File: src/rtl/traffic_phase_scheduler.sv
// traffic_phase_scheduler: timed A/B phase sequencer with min/max green, fixed yellow and a latched pedestrian request.
// Optional all-red clearance phases (A_CLR/B_CLR) are compiled in when TRAFFIC_ALLRED_EN is defined.
module traffic_phase_scheduler #(
  parameter int CNT_W      = 8,
  parameter int MIN_GREEN  = 4,
  parameter int MAX_GREEN  = 10,
  parameter int YELLOW_CYC = 2
`ifdef TRAFFIC_ALLRED_EN
  ,
  parameter int ALLRED_CYC = 1
`endif
) (
  input  logic       clk,
  input  logic       reset,
  input  logic       TA,
  input  logic       TB,
  input  logic       ped_req,
  output logic [1:0] LA,
  output logic [1:0] LB,
  output logic       walk,
  output logic [2:0] phase
);

  localparam logic [1:0] L_GREEN  = 2'b00;
  localparam logic [1:0] L_YELLOW = 2'b01;
  localparam logic [1:0] L_RED    = 2'b10;

  localparam logic [CNT_W-1:0] MIN_LAST = CNT_W'(MIN_GREEN - 1);
  localparam logic [CNT_W-1:0] MAX_LAST = CNT_W'(MAX_GREEN - 1);
  localparam logic [CNT_W-1:0] YEL_LAST = CNT_W'(YELLOW_CYC - 1);
`ifdef TRAFFIC_ALLRED_EN
  localparam logic [CNT_W-1:0] CLR_LAST = CNT_W'(ALLRED_CYC - 1);
`endif

  typedef enum logic [2:0] {
    A_GRN = 3'd0,
    A_YEL = 3'd1,
    B_GRN = 3'd2,
    B_YEL = 3'd3
`ifdef TRAFFIC_ALLRED_EN
    ,
    A_CLR = 3'd4,
    B_CLR = 3'd5
`endif
  } state_t;

  state_t           r_state;
  logic [CNT_W-1:0] r_cnt;
  logic             r_ped_pend;
  logic             r_walk;

  state_t           w_state_next;
  logic [CNT_W-1:0] w_cnt_next;
  logic             w_ped_pend_next;
  logic             w_walk_next;
  logic             w_min_met;
  logic             w_max_hit;
  logic             w_entering_b;

  always_ff @(posedge clk or posedge reset) begin
    if (reset) begin
      r_state    <= A_GRN;
      r_cnt      <= '0;
      r_ped_pend <= 1'b0;
      r_walk     <= 1'b0;
    end else begin
      r_state    <= w_state_next;
      r_cnt      <= w_cnt_next;
      r_ped_pend <= w_ped_pend_next;
      r_walk     <= w_walk_next;
    end
  end

  // Sensors only pick the exit point inside the MIN_GREEN..MAX_GREEN window.
  always_comb begin
    w_min_met    = (r_cnt >= MIN_LAST);
    w_max_hit    = (r_cnt >= MAX_LAST);
    w_state_next = r_state;
    case (r_state)
      A_GRN: if (w_min_met && (!TA || r_ped_pend || ped_req || w_max_hit)) w_state_next = A_YEL;
`ifdef TRAFFIC_ALLRED_EN
      A_YEL: if (r_cnt == YEL_LAST) w_state_next = A_CLR;
      A_CLR: if (r_cnt == CLR_LAST) w_state_next = B_GRN;
      B_GRN: if (w_min_met && (!TB || w_max_hit)) w_state_next = B_YEL;
      B_YEL: if (r_cnt == YEL_LAST) w_state_next = B_CLR;
      B_CLR: if (r_cnt == CLR_LAST) w_state_next = A_GRN;
`else
      A_YEL: if (r_cnt == YEL_LAST) w_state_next = B_GRN;
      B_GRN: if (w_min_met && (!TB || w_max_hit)) w_state_next = B_YEL;
      B_YEL: if (r_cnt == YEL_LAST) w_state_next = A_GRN;
`endif
      default: w_state_next = A_GRN;
    endcase
  end

  // A request arriving on the very edge that enters B_GRN is served immediately rather than latched.
  always_comb begin
    w_entering_b    = (w_state_next == B_GRN) && (r_state != B_GRN);
    w_cnt_next      = (w_state_next != r_state) ? '0 : r_cnt + CNT_W'(1);
    w_ped_pend_next = r_ped_pend;
    if (w_entering_b) begin
      w_ped_pend_next = 1'b0;
    end else if (ped_req && (r_state != B_GRN)) begin
      w_ped_pend_next = 1'b1;
    end
    w_walk_next = 1'b0;
    if (w_state_next == B_GRN) begin
      w_walk_next = w_entering_b ? (r_ped_pend | ped_req) : r_walk;
    end
  end

  always_comb begin
    LA = L_RED;
    LB = L_RED;
    case (r_state)
      A_GRN:   LA = L_GREEN;
      A_YEL:   LA = L_YELLOW;
      B_GRN:   LB = L_GREEN;
      B_YEL:   LB = L_YELLOW;
      default: ;
    endcase
  end

  assign walk  = r_walk;
  assign phase = r_state;

  a_no_dual_green: assert property (@(posedge clk) disable iff (reset)
    !((LA == L_GREEN) && (LB == L_GREEN)));

endmodule

File: config.mk
export PLATFORM = sky130hd
export DESIGN_NAME = traffic_phase_scheduler
export DESIGN_NICKNAME = d
export VERILOG_FILES = /design/src/rtl/traffic_phase_scheduler.sv
export SDC_FILE = /design/constraint.sdc
export NUM_CORES = 1
export LEC_CHECK = 0
export CORE_UTILIZATION = 40
export DETAILED_ROUTE_END_ITERATION = 8
export PLACE_DENSITY = 0.66
export SETUP_SLACK_MARGIN = 0.05
export SKIP_CTS_REPAIR_TIMING = 1
export SLEW_MARGIN = 15
export SYNTH_ARGS = -nofsm -noshare
export SYNTH_HDL_FRONTEND = slang
export SYNTH_SLANG_ARGS = --single-unit
File: constraint.sdc
create_clock -name clk -period 1.5 [get_ports clk]
set_clock_uncertainty 0.15 [all_clocks]
set_input_delay 0.225 -clock clk [delete_from_list [all_inputs] [get_ports clk]]
set_output_delay 0.225 -clock clk [all_outputs]
set_load 0.01 [all_outputs]
Word level (Yosys, flattened, before mapping)
Cells that the tools add are included.
Word-level totals
  memories kept: 0
  ROM bits: 0
  register bits: 13
  bits in writable memories: 0
  latch bits: 0
  output and inout port bits: 8
  logic and storage cells: 40
Operators by class
  reduce and logical (&&, ||, !) cells: 12
  $lt $le $gt $ge: 2
  mux-type cells: 12
  shifts and indexed selects: 0
  $add $sub $neg: 1
  bitwise gates (word level): 1
  div/mod/pow operators: 0
  equality and inequality tests: 8
  multiply operators: 0
Operators by type and width (count)
  3-bit 2-to-1 mux: 4
  3-bit case mux with 4 select lines: 1
  3-bit by 2-bit == test with 1-bit output (second input constant): 3
  8-bit by 1-bit adder with 8-bit output (second input constant): 1
  8-bit by 1-bit == test with 1-bit output (second input constant): 1
  8-bit by 2-bit >= comparator with 1-bit output (second input constant): 1
  8-bit by 4-bit >= comparator with 1-bit output (second input constant): 1
  8-bit 2-to-1 mux: 1
  2-bit case mux with 2 select lines: 2
  1-bit logical AND: 4
  1-bit logical OR: 4
  1-bit 2-to-1 mux: 4
  3-bit by 1-bit == test with 1-bit output (second input constant): 1
  3-bit zero test: 1
  3-bit by 2-bit != test with 1-bit output (second input constant): 1
  3-bit != test: 1
  1-bit zero test: 2
  2-bit != test (second input constant): 1
  2-bit nonzero test: 1
  1-bit OR: 1

Logic depth before layout (Yosys ltp)
Gate-level depths: netlist (run 1).
  depth after elaboration: 11
  mapped depth: 6
  gate-level depth less buffers: 6

Worst setup path after synthesis (run 1)
No wires, ideal clock.
  kind: reg-to-reg
  start: register r_cnt[0]
  end: register r_cnt[2]
  clock period less this slack: 1680 ps
  path buffers: 0
  path slack: -180 ps
  library setup time: 137 ps
  stages on the path, launching flop included: 6
  data required time: 1213 ps
  arrival time: 1393 ps
  path through: dfrtp_1 > ha_1 > nand2b_1 > a221o_1 > a31oi_2 > nor3_1
Between the ends
  longest elaborated chain between the ends: 7
  elaborated cells on any way between the ends: 15
  classes of those cells: add/sub: 1; order compare: 2; eq/ne: 2; mux: 6; reduce/logical: 4
RTL lines
  start: declaration: RTL line 48  | logic [CNT_W-1:0] r_cnt;
  start signal: assignment: RTL line 68  | r_cnt <= w_cnt_next;
  8-bit by 4-bit >= comparator with 1-bit output: RTL line 77  | w_max_hit = (r_cnt >= MAX_LAST);
  1-bit logical OR, on equally long branches: RTL line 89, 80
  1-bit logical AND, on equally long branches: RTL line 89, 80
  3-bit 2-to-1 mux, on equally long branches: RTL line 89, 80
  3-bit case mux with 4 select lines: RTL line 79  | case (r_state)
  3-bit != test: RTL line 99  | w_cnt_next = (w_state_next != r_state) ? '0 : r_cnt + CNT_W'(1);
  8-bit 2-to-1 mux (*): RTL line 99
  named net w_cnt_next[2]: RTL line 53  | logic [CNT_W-1:0] w_cnt_next;
The timed path passes the listed nets; every way through them passes the cells marked *.
A chain may end at the register's enable or synchronous reset.

Worst setup path after layout (run 1)
  start: register r_cnt[0]
  end: register r_cnt[7]
The elaborated chain is that of the path after synthesis.

==> results of run 1 <==
==> path summary, 6_finish.rpt <==
kind,startpoint,endpoint,slack [ps],depth (start not counted)
worst max-delay path,r_cnt[0]$_DFF_PP0_,r_cnt[7]$_DFF_PP0_,-230,6
worst min-delay path,reset,r_ped_pend$_DFFE_PP0P_,120,2
worst max register to register,r_cnt[0]$_DFF_PP0_,r_cnt[7]$_DFF_PP0_,-230,6
worst min register to register,walk$_DFFE_PP0P_,walk$_DFFE_PP0P_,470,2
max in group asynchronous,reset,walk$_DFFE_PP0P_,740,2
min in group clk,walk$_DFFE_PP0P_,walk$_DFFE_PP0P_,470,2
==> state kept, by name, summed over array words and instances (netlist names) <==
name        flops
r_cnt           8
phase           3
r_ped_pend      1
walk            1
==> power groups by stage <==
stage	clock [mW]	sequential [mW]	combinational, mW
2_1_floorplan	0	0.488	0.256
3_3_place_gp	0	0.451	0.536
3_5_place_dp	0	0.451	0.545
4_1_cts	0.215	0.444	0.547
5_1_grt	0.237	0.452	0.772
6_report	0.205	0.446	0.716
==> synthesized netlist by cell type (2+ instances only) <==
cell type	n	share of area
dfrtp_1	13	0.46
and3_1	3	0.027
nor3_1	7	0.049
xnor2_1	2	0.025
xor2_1	5	0.062
nand3_1	4	0.028
o31ai_1	2	0.021
nand2b_1	3	0.027
o21ai_0	2	0.014
ha_1	3	0.053
inv_1	6	0.032
nor2_1	5	0.027
==> cells in the final DEF, fill, tap and decap left out, types with 3 or more instances in the layout <==
cell type,instances
nor3_2,4
dfrtp_1,13
inv_1,5
and3_1,3
clkbuf_4,3
dlymetal6s2s_1,4
clkdlybuf4s50_1,4
buf_6,4
nand3_1,4
xor2_1,4
nor2_1,3
buf_4,19
==> per-layer routing <==
metal	share of wire	vias up
met1	0.40	311
li1	-	315
met3	0.041	0
met5	0	-
met4	0	0
met2	0.56	15
==> through the flow <==
stage	utilization	TNS (ps)	area (um2)	std cells
after detailed placement	0.649	-3410	1020	116
final	0.750	-2170	1180	123
after floorplan	-	-1060	733	68
after global routing	0.750	-2960	1180	123
after CTS	0.666	-4100	1050	120
after global placement	0.649	-3030	1020	116
==> cells by family (layout without fill, tap and decap cells) <==
group                    after synthesis  after routing  share of synthesized area
flip-flops                            13             13                      0.459
adder cells (fa/ha/maj)                3              3                     0.0530
buffers and inverters                  6             45                     0.0318
other                                  1              1                    0.00530
AO/OA/AOI/OAI                          8              8                     0.0919
XOR/XNOR                               7              7                     0.0866
AND/OR/NAND/NOR                       30             30                      0.272
==> final cells by class <==
| class | count | share of cell area |
|---|---|---|
| clock buffer | 4 | 0.0222 |
| multi-input combinational | 49 | 0.402 |
| timing repair buffer | 35 | 0.265 |
| sequential | 13 | 0.275 |
| tap | 16 | 0.0169 |
| inverter | 6 | 0.0190 |
==> critical path: cells and delay by family (launching register included) <==
kind | cells | cell delay (ps)
AO/OA/AOI/OAI | 2 | 580
flip-flops | 1 | 410
adder cells (fa/ha/maj) | 1 | 210
buffers and inverters | 1 | 160
AND/OR/NAND/NOR | 2 | 100
==> impl_metrics.py, run 1 <==
metrics = {
    "sta": {
        "hold_viol": 0,
        "finalCritPeriodShare": 1.16,
        "hold-worst-slack_ps": 123,
        "worst_slack_ps": -233,
        "timing.fmax_ghz": 0.577,
        "layout_min_cycle_time_ps": 1730,
        "rsz0062_at_grt": "true",
        "slew_violations": 0,
        "setup_viol": 13,
    },
    "finish": {
        "multiInputGateArea_um2": 475,
        "areaGrowthSynthToFinish_pct": 67.0,
        "layout.nets": 116,
        "n_antenna_cell": 0,
        "regArea_um2": 325,
        "fill_cells": 102,
        "drive_gt1_frac": 0.495,
    },
    "routing": {
        "vias": 641,
        "viasPerCell": 5.21,
        "drt_iter0_markers": 10,
        "avgRoutedWirePerCell_um": 13.9,
        "dr.pass1.iters": 8,
        "drc": 1,
        "antenna_left": 0,
        "wirelength_um": 1710,
    },
    "pwr": {
        "intPower_mw": 0.866,
        "p_leak_nw": 0.588,
        "clkPwrFrac": 0.150,
        "p_comb_frac": 0.524,
        "power.density_nw_per_um2": 1160,
        "total_power_mw": 1.37,
        "power_frac_seq": 0.326,
        "swShare": 0.367,
        "power.switching_mw": 0.502,
        "peakVddDrop_uv": 830,
    },
    "global_route": {
        "gr-usage-all-layers": 0.183,
        "grt-busiest-layer": "met2",
        "grt_pass1_vias": 639,
        "grt_overflow": 0,
        "use_met2": 0.338,
        "grtUsageMet3": 0.0367,
        "use_met1": 0.226,
        "grt_max_degree": 14,
        "antenna_found_initial": 0,
        "grt_first_pass_wirelength_um": 2640,
    },
    "hold_path": {
        "hold_class": "in2async",
    },
    "placement": {
        "port_buffers": 12,
        "dp_slack_ps": -315,
        "dp_hpwl_um": 1210,
        "gp_congestion": 0.779,
    },
    "run_status": {
        "failed_checks": "design-rule violations, negative setup slack",
        "status": "finished with violations",
    },
    "floorplan": {
        "start_util": 0.449,
        "ios": 13,
        "rows": 14,
        "die_h_um": 44.1,
        "core_um2": 1580,
        "die_area_um2": 1940,
        "die-width_um": 44.1,
    },
    "synth": {
        "netlist_instances": 68,
        "ys_seq_area_frac": 0.459,
        "synth_cell_type_count": 25,
        "yosysWarnings": 0,
        "syn_avg_cell_area_um2": 10.4,
        "async_flop_share": 1.00,
        "syn_area_um2": 708,
        "synth-main-ff-cell": "dfrtp_1",
        "ys_seq_elements": 13,
        "synthesis.nets": 76,
        "synth_edf_count": 0,
    },
    "worst_setup_path": {
        "end_kind": "register",
        "path_max_fanout": 8,
        "crit_path_top_delay_cell": "dfrtp_1",
        "path_class": "reg2reg",
        "required_ps": 1490,
        "crit_arrival_ps": 1720,
        "slowest_delay_ps": 410,
        "critical_path.cell_chain": "ha_2, nand2b_1, a221o_1, a31oi_4, buf_12, nor3_4",
        "worstSetupStartpointType": "register",
    },
    "clocking": {
        "cts.sinks": 13,
        "clkTransAtPathRegs_ps": 80,
        "clk_latency_ps": 270,
        "ctsRootBufferMaster": "clkbuf_4",
        "cts_buffer_depth": 2,
        "cts-buffers-inserted": 3,
        "cts_tree": "done",
        "htreeDepth": 1,
    },
    "run": {
        "maxCapViolCount": 0,
    },
}
Power figures use the tool's default switching activity.
==> inputs of run 2 (changes only) <==
--- a/config.mk
+++ b/config.mk
@@ -6,8 +6,8 @@
 export NUM_CORES = 1
 export LEC_CHECK = 0
 export CORE_UTILIZATION = 40
+export CTS_CLUSTER_SIZE = 10
 export DETAILED_ROUTE_END_ITERATION = 8
-export PLACE_DENSITY = 0.66
 export SETUP_SLACK_MARGIN = 0.05
 export SKIP_CTS_REPAIR_TIMING = 1
 export SLEW_MARGIN = 15
==> constraint.sdc (replaced) <==
create_clock -name clk -period 1.8 [get_ports clk]
set_clock_uncertainty 0.15 [all_clocks]
set_input_delay 0.27 -clock clk [delete_from_list [all_inputs] [get_ports clk]]
set_output_delay 0.27 -clock clk [all_outputs]
set_load 0.01 [all_outputs]
==> run 2 against run 1 <==
The run ends with design-rule violations left. First-iteration DRC count decreased by 20%. Combinational power shrank 40%. Sequential power down 14%. Critical path depth is 1 lower. Clock power shrank 15%. Wire length fell by 11%. Die area unchanged. Critical path type unchanged.
==> impl_metrics.py, run 2 (synthesis gave the netlist of run 1 again) <==
metrics = {
    "run": {
        "maxCapViolCount": 0,
    },
    "routing": {
        "viasPerCell": 5.29,
        "routed.top_layer": "met4",
        "drc": 3,
        "wl_met1_um": 776,
        "route.met3.wl_um": 72,
        "dr.pass1.iters": 6,
        "antenna_left": 0,
        "vias": 582,
        "wl_met2_um": 658,
        "avgRoutedWirePerCell_um": 13.8,
        "wirelength_um": 1520,
        "drt_iter0_markers": 8,
    },
    "finish": {
        "layout.nets": 103,
        "fin_cells": 110,
        "areaGrowthSynthToFinish_pct": 41.5,
        "most-common-layout-cells": "12 x dfrtp_1, 10 x buf_4",
        "max_flop_register": "r_cnt",
        "largest_reg_flops": 8,
        "final_common_cell": "dfrtp_1",
        "n_antenna_cell": 0,
        "drive_gt1_frac": 0.255,
    },
    "global_route": {
        "gr-usage-all-layers": 0.181,
        "grt_pass1_vias": 580,
        "antenna_found_initial": 0,
        "grt_first_pass_wirelength_um": 2570,
        "grt_overflow": 0,
        "grt_max_degree": 14,
    },
    "worst_setup_path": {
        "rr_startpoint": "r_cnt[0]$_DFF_PP0_",
        "path_class": "reg2reg",
        "end_kind": "register",
        "crit_start": "r_cnt[0]$_DFF_PP0_",
        "r2r_cells": 5,
        "crit_arrival_ps": 1710,
        "path_max_fanout": 8,
        "r2r_setup_slack_ps": 80,
        "worstSetupStartpointType": "register",
        "required_ps": 1790,
    },
    "pwr": {
        "swShare": 0.363,
        "p_comb_frac": 0.436,
        "power.density_nw_per_um2": 986,
        "power.switching_mw": 0.359,
        "peakVddDrop_uv": 524,
        "total_power_mw": 0.988,
        "power_frac_seq": 0.388,
        "intPower_mw": 0.630,
        "p_leak_nw": 0.501,
        "clkPwrFrac": 0.176,
    },
    "floorplan": {
        "die_h_um": 44.1,
        "ios": 13,
        "core_um2": 1580,
        "die_area_um2": 1940,
        "start_util": 0.449,
        "die-width_um": 44.1,
        "rows": 14,
    },
    "sta": {
        "layout_min_cycle_time_ps": 1720,
        "timing.fmax_ghz": 0.583,
        "hold-worst-slack_ps": 169,
        "worst_slack_ps": 83.6,
        "rsz0062_at_grt": "true",
        "finalCritPeriodShare": 0.954,
        "hold_viol": 0,
        "setup_viol": 0,
        "slew_violations": 0,
    },
    "clocking": {
        "cts-buffers-inserted": 3,
        "cts.sinks": 13,
        "ctsRootBufferMaster": "clkbuf_4",
        "cts_tree": "done",
        "clk_latency_ps": 270,
        "htreeDepth": 1,
        "clkTransAtPathRegs_ps": 80,
        "cts_buffer_depth": 2,
    },
    "placement": {
        "place_inst": 106,
        "dp_slack_ps": -80.1,
        "dp_hpwl_um": 1140,
        "gp_congestion": 0.784,
        "port_buffers": 12,
    },
    "run_status": {
        "status": "finished with violations",
        "failed_checks": "design-rule violations",
    },
    "hold_path": {
        "hold_class": "in2async",
    },
}
## run 2: changes by cell type in the layout (fill, tap and decap cells not counted), moves of 3 or more
cell	before	now
buf_4	19	10
nor3_2	4	1
nor3_1	1	6
buf_6	4	0
## run 2: per-stage QoR
| stage | cell area [um2] | utilization | setup TNS (ps) |
|---|---|---|---|
| finish | 1000 | 0.636 | 0 |
| global route | 1000 | 0.636 | -46.3 |
| CTS | 950 | 0.602 | -760 |
| detailed placement | 923 | 0.586 | -334 |
| global placement | 923 | 0.586 | -260 |
| floorplan | 708 | - | 0 |
## run 2: critical path: stages (launching register included)
cell and delay, ps:
dfrtp_1 400, ha_2 210, nand2b_1 50, a221o_1 380, a31oi_4 280, nor3_1 120
## run 2: power by group through the flow
stage | Sequential [mW] | Clock (mW) | Combinational (mW)
detailed placement | 0.383 | 0 | 0.401
floorplan | 0.400 | 0 | 0.189
global placement | 0.381 | 0 | 0.397
CTS | 0.376 | 0.178 | 0.405
finish | 0.384 | 0.174 | 0.431
global route | 0.392 | 0.193 | 0.480
## run 2: area by class of cell
cell class                      instances  area (um2)
Fill cell                             137         574
Multi-Input combinational cell         49         397
Sequential cell                        13         327
Timing Repair Buffer                   22         210
Clock buffer                            4        26.3
Inverter                                6        22.5
Tap cell                               16        20.0
## run 2: per-layer routing
layer  up-vias  track usage
met4         0       0.0727
met1       276        0.268
li1        292            -
met5         -            0
met3         2       0.0286
met2        12        0.268
## run 2: worst paths after layout
path | endpoint
hold / removal | phase[2]$_DFF_PP0_
setup / recovery | r_cnt[5]$_DFF_PP0_
min in group clk | r_ped_pend$_DFFE_PP0P_
setup reg to reg | r_cnt[5]$_DFF_PP0_
max in group asynchronous | phase[0]$_DFF_PP0_
hold reg to reg | r_ped_pend$_DFFE_PP0P_
